`src/rtl/l1_rr_arbiter_if.sv`:
```
// rtl/l1_rr_arbiter_if.sv - requestor and memory-port signal bundle for l1_rr_arbiter
// master = requestors plus memory model, slave = the arbiter.
interface l1_rr_arbiter_if #(
  parameter int NUM_PORTS = 4,
  parameter int ADDR_W    = 32,
  parameter int DATA_W    = 32,
  parameter int MAX_BURST = 4
);
  localparam int ID_W  = ($clog2(NUM_PORTS) < 1) ? 1 : $clog2(NUM_PORTS);
  localparam int LEN_W = ($clog2(MAX_BURST) < 1) ? 1 : $clog2(MAX_BURST);

  logic [NUM_PORTS-1:0]        req_valid;
  logic [NUM_PORTS*ADDR_W-1:0] req_addr;
  logic [NUM_PORTS-1:0]        req_rnw;
  logic [NUM_PORTS*LEN_W-1:0]  req_len;
  logic [NUM_PORTS*DATA_W-1:0] req_wdata;
  logic [NUM_PORTS-1:0]        req_ready;
  logic                        mem_req_valid;
  logic                        mem_req_ready;
  logic [ADDR_W-1:0]           mem_addr;
  logic                        mem_rnw;
  logic [LEN_W-1:0]            mem_len;
  logic [DATA_W-1:0]           mem_wdata;
  logic [ID_W-1:0]             mem_id;
  logic                        mem_rd_valid;
  logic [DATA_W-1:0]           mem_rd_data;
  logic [NUM_PORTS-1:0]        rd_valid;
  logic [DATA_W-1:0]           rd_data;

  modport master (
    output req_valid, req_addr, req_rnw, req_len, req_wdata,
    output mem_req_ready, mem_rd_valid, mem_rd_data,
    input  req_ready, mem_req_valid, mem_addr, mem_rnw, mem_len,
    input  mem_wdata, mem_id, rd_valid, rd_data
  );

  modport slave (
    input  req_valid, req_addr, req_rnw, req_len, req_wdata,
    input  mem_req_ready, mem_rd_valid, mem_rd_data,
    output req_ready, mem_req_valid, mem_addr, mem_rnw, mem_len,
    output mem_wdata, mem_id, rd_valid, rd_data
  );
endinterface

```
`src/rtl/l1_rr_arbiter.sv`:
```
// rtl/l1_rr_arbiter.sv - N-port L1 arbiter holding the shared memory port per transaction
// L1_ARB_FIXED_PRIORITY_EN selects lowest-index-wins; default is round-robin.
module l1_rr_arbiter #(
  parameter int NUM_PORTS = 4,
  parameter int ADDR_W    = 32,
  parameter int DATA_W    = 32,
  parameter int MAX_BURST = 4
) (
  input  logic           clk,
  input  logic           rst,
  l1_rr_arbiter_if.slave bus
);
  localparam int ID_W  = ($clog2(NUM_PORTS) < 1) ? 1 : $clog2(NUM_PORTS);
  localparam int LEN_W = ($clog2(MAX_BURST) < 1) ? 1 : $clog2(MAX_BURST);

  localparam logic [1:0] S_IDLE      = 2'd0;
  localparam logic [1:0] S_ISSUE     = 2'd1;
  localparam logic [1:0] S_READ_WAIT = 2'd2;

  logic [1:0]           state;
  logic [LEN_W-1:0]     beat_cnt;
  logic [ADDR_W-1:0]    addr_q;
  logic                 rnw_q;
  logic [LEN_W-1:0]     len_q;
  logic [DATA_W-1:0]    wdata_q;
  logic [ID_W-1:0]      id_q;
  logic [NUM_PORTS-1:0] grant_oh;
  logic                 win_found;
  int                   win;

`ifndef L1_ARB_FIXED_PRIORITY_EN
  logic [ID_W-1:0]      rr_ptr;
`endif

  always_comb begin
    win       = 0;
    win_found = 1'b0;
`ifdef L1_ARB_FIXED_PRIORITY_EN
    for (int i = NUM_PORTS - 1; i >= 0; i--) begin
      if (bus.req_valid[i]) begin
        win       = i;
        win_found = 1'b1;
      end
    end
`else
    // Search starts one past the last granted port so it ends up lowest priority.
    for (int k = 1; k <= NUM_PORTS; k++) begin
      if (!win_found && bus.req_valid[(int'(rr_ptr) + k) % NUM_PORTS]) begin
        win       = (int'(rr_ptr) + k) % NUM_PORTS;
        win_found = 1'b1;
      end
    end
`endif
  end

  always_comb begin
    grant_oh = '0;
    grant_oh[id_q] = 1'b1;
  end

  always_ff @(posedge clk or posedge rst) begin
    if (rst) begin
      state    <= S_IDLE;
      beat_cnt <= '0;
      addr_q   <= '0;
      rnw_q    <= 1'b0;
      len_q    <= '0;
      wdata_q  <= '0;
      id_q     <= '0;
`ifndef L1_ARB_FIXED_PRIORITY_EN
      rr_ptr   <= ID_W'(NUM_PORTS - 1);
`endif
    end else begin
      case (state)
        S_IDLE: begin
          if (win_found) begin
            addr_q  <= bus.req_addr[win*ADDR_W +: ADDR_W];
            rnw_q   <= bus.req_rnw[win];
            len_q   <= bus.req_len[win*LEN_W +: LEN_W];
            wdata_q <= bus.req_wdata[win*DATA_W +: DATA_W];
            id_q    <= ID_W'(win);
            state   <= S_ISSUE;
          end
        end
        S_ISSUE: begin
          if (bus.mem_req_ready) begin
`ifndef L1_ARB_FIXED_PRIORITY_EN
            rr_ptr <= id_q;
`endif
            beat_cnt <= '0;
            state    <= rnw_q ? S_READ_WAIT : S_IDLE;
          end
        end
        S_READ_WAIT: begin
          if (bus.mem_rd_valid) begin
            if (beat_cnt == len_q) state <= S_IDLE;
            else                   beat_cnt <= beat_cnt + 1'b1;
          end
        end
        default: state <= S_IDLE;
      endcase
    end
  end

  assign bus.mem_req_valid = (state == S_ISSUE);
  assign bus.mem_addr      = addr_q;
  assign bus.mem_rnw       = rnw_q;
  assign bus.mem_len       = len_q;
  assign bus.mem_wdata     = wdata_q;
  assign bus.mem_id        = id_q;
  assign bus.req_ready     = (state == S_ISSUE && bus.mem_req_ready) ? grant_oh : '0;
  assign bus.rd_valid      = (state == S_READ_WAIT && bus.mem_rd_valid) ? grant_oh : '0;
  assign bus.rd_data       = bus.mem_rd_data;
endmodule

```
`src/flat_wrapper.sv`:
```
// flat-port wrapper written by rule: the top's interface ports become plain ports
module l1_rr_arbiter_flat 
#(
  parameter int NUM_PORTS = 4,
  parameter int ADDR_W    = 32,
  parameter int DATA_W    = 32,
  parameter int MAX_BURST = 4
)
  (clk, rst, bus_req_valid, bus_req_addr, bus_req_rnw, bus_req_len, bus_req_wdata, bus_mem_req_ready, bus_mem_rd_valid, bus_mem_rd_data, bus_req_ready, bus_mem_req_valid, bus_mem_addr, bus_mem_rnw, bus_mem_len, bus_mem_wdata, bus_mem_id, bus_rd_valid, bus_rd_data);
  l1_rr_arbiter_if #(.NUM_PORTS(NUM_PORTS), .ADDR_W(ADDR_W), .DATA_W(DATA_W), .MAX_BURST(MAX_BURST)) bus_i ();
  input  logic clk;
  input  logic rst;
  input wire logic [$bits(bus_i.req_valid)-1:0] bus_req_valid;
  input wire logic [$bits(bus_i.req_addr)-1:0] bus_req_addr;
  input wire logic [$bits(bus_i.req_rnw)-1:0] bus_req_rnw;
  input wire logic [$bits(bus_i.req_len)-1:0] bus_req_len;
  input wire logic [$bits(bus_i.req_wdata)-1:0] bus_req_wdata;
  input wire logic [$bits(bus_i.mem_req_ready)-1:0] bus_mem_req_ready;
  input wire logic [$bits(bus_i.mem_rd_valid)-1:0] bus_mem_rd_valid;
  input wire logic [$bits(bus_i.mem_rd_data)-1:0] bus_mem_rd_data;
  output wire logic [$bits(bus_i.req_ready)-1:0] bus_req_ready;
  output wire logic [$bits(bus_i.mem_req_valid)-1:0] bus_mem_req_valid;
  output wire logic [$bits(bus_i.mem_addr)-1:0] bus_mem_addr;
  output wire logic [$bits(bus_i.mem_rnw)-1:0] bus_mem_rnw;
  output wire logic [$bits(bus_i.mem_len)-1:0] bus_mem_len;
  output wire logic [$bits(bus_i.mem_wdata)-1:0] bus_mem_wdata;
  output wire logic [$bits(bus_i.mem_id)-1:0] bus_mem_id;
  output wire logic [$bits(bus_i.rd_valid)-1:0] bus_rd_valid;
  output wire logic [$bits(bus_i.rd_data)-1:0] bus_rd_data;
  assign bus_i.req_valid = bus_req_valid;
  assign bus_i.req_addr = bus_req_addr;
  assign bus_i.req_rnw = bus_req_rnw;
  assign bus_i.req_len = bus_req_len;
  assign bus_i.req_wdata = bus_req_wdata;
  assign bus_i.mem_req_ready = bus_mem_req_ready;
  assign bus_i.mem_rd_valid = bus_mem_rd_valid;
  assign bus_i.mem_rd_data = bus_mem_rd_data;
  assign bus_req_ready = bus_i.req_ready;
  assign bus_mem_req_valid = bus_i.mem_req_valid;
  assign bus_mem_addr = bus_i.mem_addr;
  assign bus_mem_rnw = bus_i.mem_rnw;
  assign bus_mem_len = bus_i.mem_len;
  assign bus_mem_wdata = bus_i.mem_wdata;
  assign bus_mem_id = bus_i.mem_id;
  assign bus_rd_valid = bus_i.rd_valid;
  assign bus_rd_data = bus_i.rd_data;
  l1_rr_arbiter #(.NUM_PORTS(NUM_PORTS), .ADDR_W(ADDR_W), .DATA_W(DATA_W), .MAX_BURST(MAX_BURST)) u_core (.clk(clk), .rst(rst), .bus(bus_i));
endmodule
```
`config.mk`:
```
export PLATFORM = sky130hd
export DESIGN_NAME = l1_rr_arbiter_flat
export DESIGN_NICKNAME = d
export VERILOG_FILES = /design/src/rtl/l1_rr_arbiter_if.sv /design/src/rtl/l1_rr_arbiter.sv /design/src/flat_wrapper.sv
export SDC_FILE = /design/constraint.sdc
export NUM_CORES = 1
export LEC_CHECK = 0
export ABC_AREA = 1
export BUFFER_PORTS_ARGS = -buffer_cell sky130_fd_sc_hd__buf_4
export CAP_MARGIN = 20
export CELL_PAD_IN_SITES_DETAIL_PLACEMENT = 0
export CELL_PAD_IN_SITES_GLOBAL_PLACEMENT = 1
export CORE_MARGIN = 4
export CORE_UTILIZATION = 24
export DETAILED_ROUTE_END_ITERATION = 7
export PLACE_DENSITY_LB_ADDON = 0.1
export SETUP_SLACK_MARGIN = 0.4
export SYNTH_ARGS = -nofsm -noshare
export SYNTH_HDL_FRONTEND = slang
export SYNTH_SLANG_ARGS = --single-unit
export TNS_END_PERCENT = 100
```
`constraint.sdc`:
```
create_clock -name clk -period 2.25 [get_ports clk]
set_input_delay 0.3375 -clock clk [delete_from_list [all_inputs] [get_ports clk]]
set_output_delay 0.3375 -clock clk [all_outputs]
set_load 0.05 [all_outputs]
```
==> impl_metrics.toml <==
[worst_setup_path]
worst_r2r_path_depth = 13
crit_path_end_kind = "flip-flop"
critPathLaunchType = "flip-flop"
worstPathCellList = "inv_6 > buf_4 > nand2_2 > nand3_2 > nand2_2 > nor2_4 > nand3_4 > nand3_4 > buf_12 > buf_12 > clkbuf_16 > o211ai_1 > nand3_1"
timing.rr.start = "u_core.rr_ptr[0]"
timing.critical_path.arrival_ps = 2480
crit_required_ps = 2470
worst_path_largest_cell_delay_ps = 640
critical_path_peak_fanout = 8
crit-reg2reg-capture = "u_core.bus.mem_rnw"
timing.critical_path.slowest_stage_cell = "dfstp_2"
critical_path.top_delay_family = "buffers and inverters"
setup.reg_to_reg.worst_slack_ps = -10
path_class = "flip-flop to flip-flop"
worstPathBufferInverterCount = 5

[pwr]
p_int_mw = 10.8
sequentialPowerShare_pct = 11.6
power.density_nw_per_um2 = 2180
clockPowerShare_pct = 7.4
worst_ir_drop_on_vdd_v = 0.000992
swShare_pct = 51.7
leakagePower_nw = 5.81
share_comb_of_total_power_pct = 81.0
net_switching_component_of_the_power_mw = 11.6
fin_total_pwr_mw = 22.4

[clocking]
cts_buffers = 9
clock_insertion_delay_worst_skew_ps = 350
clk_transition_reported_paths_ps = 60
cts_root_cell = "clkbuf_16"
post_cts_hold_buffer_count = 0
clock_sink_count = 75
cts_tree = "yes"
cts_max_path_buffers = 2
cts-htree-levels = 3

[layout]
syn2layout_area_growth_pct = 69.7
nNetsFinal = 1643
fill_cells = 2702
instances_no_fill = 1664
highest_count_cells_in_the_layout_ignoring_fill_and_taps = "387 x buf_4, 333 x nand2_1, 172 x nand3_1"
layout_commonest_cell = "buf_4"
antenna-diode-count = 0
drive_above_1_share_pct = 40.6

[drt]
antenna_violating_nets_post_route = 0
drt_pass1_iterations = 5
drtIter0Drc = 302
postRouteWirelength_mm = 28.8
route.detailed.vias_per_inst = 4.47
post_drt_wl_per_cell_um = 17.3
routed-via-count = 7433
remaining_drc_errors = 0

[die]
overall_die_height_um = 167
die_area_um2 = 27900
num_io_pins = 418
die_width_um = 167
initial_core_util_pct = 24.6
core.rowCount = 57
design.core.area_um2 = 24600

[timing]
report.final.setup_viol = 4
timing_worst_slew_pin_value_ps = 459
timing.fmax_mhz = 442
final-max-slew-violation-count = 0
rsz0062_at_grt = "yes"
finalWorstSetupSlack_ps = -12.9
crit_path_time_final_ps = 2260
hold_viol_final = 0
timing.final.crit_share_pct = 101
slew-limit-headroom_pct = 69.4
timing.clock.skew_ps = 8.40

[yosys]
mappedNetlistArea_um2 = 6060
synth-seq-area-share_pct = 31.0
post_synth_num_cell_types = 29
syn-mean-instance-area_um2 = 6.20
syn_nets = 1286
synth.top_cells.by_area = "dfrtp_1 30%, nand2_1 22%, nand3_1 15%"
synthDominantCellAreaShare_pct = 30.1
synthDominantAreaCellType = "dfrtp_1"
number_of_warnings_issued_by_yosys = 0
netlist_instances = 978
synth-seq-cells = 75

[placement]
dp.cells = 1612
gp_congestion = 0.790
place_worst_setup_slack_ps = -12.8
post-dp-hpwl_mm = 21.0
io_buffers = 353

[grt]
antenna_found_initial = 0
grt_first_pass_wirelength_mm = 41.9
grt_use_total_pct = 19.2
grt.overflow.total = 0
grt_max_degree = 76
grt_pass1_vias = 7424

[run_status]
violated_checks = "setup timing"
result_of_the_run = "finished with violations"

[min_path]
hold_path_class = "input pin to async pin"

[job]
maxCapViolations = 0
[power groups by stage]
stage | logic, mW | registers, mW | clock network (mW)
4_1_cts | 16.5 | 2.61 | 1.71
3_5_place_dp | 14.7 | 2.61 | 0
2_1_floorplan | 8.07 | 4.64 | 0
6_report | 18.2 | 2.61 | 1.66
3_3_place_gp | 14.7 | 2.61 | 0
5_1_grt | 19.7 | 2.70 | 1.77
[how the worst max path moves through the flow]
stage | from | to | slack (ps) | depth (start not counted)
floorplan | u_core.state[1] | bus_req_ready[2] | 180 | 5
global placement | u_core.rr_ptr[0] | u_core.bus.mem_addr[9] | -2 | 12
detailed placement | u_core.rr_ptr[0] | u_core.bus.mem_wdata[20] | -10 | 12
CTS | u_core.rr_ptr[0] | u_core.bus.mem_rnw | 40 | 13
global route | u_core.rr_ptr[0] | u_core.bus.mem_rnw | -130 | 12
finish | u_core.rr_ptr[0] | u_core.bus.mem_rnw | -10 | 13
[through the flow]
| stage | utilization (%) | TNS, ps | instance area, µm² | hold WS (ps) |
|---|---|---|---|---|
| 4_1_cts | 40.1 | 0 | 9880 | 126 |
| 2_1_floorplan | - | 0 | 6180 | 505 |
| 6_report | 41.8 | -16.1 | 10300 | 105 |
| 5_1_grt | 41.8 | -5570 | 10300 | 133 |
| 3_5_place_dp | 37.3 | -15.6 | 9170 | 467 |
| 3_3_place_gp | 37.3 | -1.74 | 9170 | 466 |
[what timing repair did]
item,CTS,global route
pin swaps,8,16
gates resized for setup,41,43
endpoints found under the setup margin,78,79
hold endpoints to repair,0,0
setup buffers,18,6
gates cloned,3,9
[kinds of logic after synthesis]
group | count (synthesis) | share of synthesized area, %
AOI/OAI and AO/OA | 61 | 7.14
xor gates and xnor gates | 2 | 0.289
buffers and inverters | 255 | 20.1
DFF | 75 | 31.0
and+or+nand+nor | 585 | 41.5
[cells in the mapped netlist (all sizes together)]
library cell and instances:
dfstp 2, nor3 6, o21ai 6, a21oi 5, nor2 10, o211ai 48, a21boi 1, dfrtp 73
or2 18, o22ai 1, inv 162, nand4 1, buf 78, nand2 368, clkbuf 14, clkinv 1
xnor2 2, nand3 182
[sequential cells by signal, indices dropped and copies added (netlist names)]
register / cells
u_core.bus.mem_addr: 32
u_core.bus.mem_wdata: 32
u_core.beat_cnt: 2
u_core.bus.mem_id: 2
u_core.bus.mem_len: 2
u_core.rr_ptr: 2
u_core.state: 2
u_core.bus.mem_rnw: 1
[worst reg2reg max path: stages, from the launching register on]
cell and delay, ps:
dfstp_2 640, inv_6 70, buf_4 140, nand2_2 50, nand3_2 60, nand2_2 110
nor2_4 50, nand3_4 130, nand3_4 130, buf_12 180, buf_12 160, clkbuf_16 160
o211ai_1 170, nand3_1 90
[metal layers]
metal	part of all wire [%]	wire length, µm	global-route usage, %
met1	39	11300	22.0
met2	52	14900	34.5
met3	6.8	1960	4.95
met4	2.3	676	6.58
met5	0	0	0
[final cells by class]
cell class	instances	area (µm²)	area share, %
inverter	163	621	6.03
tap	324	405	3.94
multi-input combinational	648	3230	31.4
clock inverter	4	72.6	0.705
sequential	75	1880	18.3
clock buffer	12	256	2.49
timing repair buffer	438	3820	37.1
Note: power is estimated with default switching activity, not from simulation.
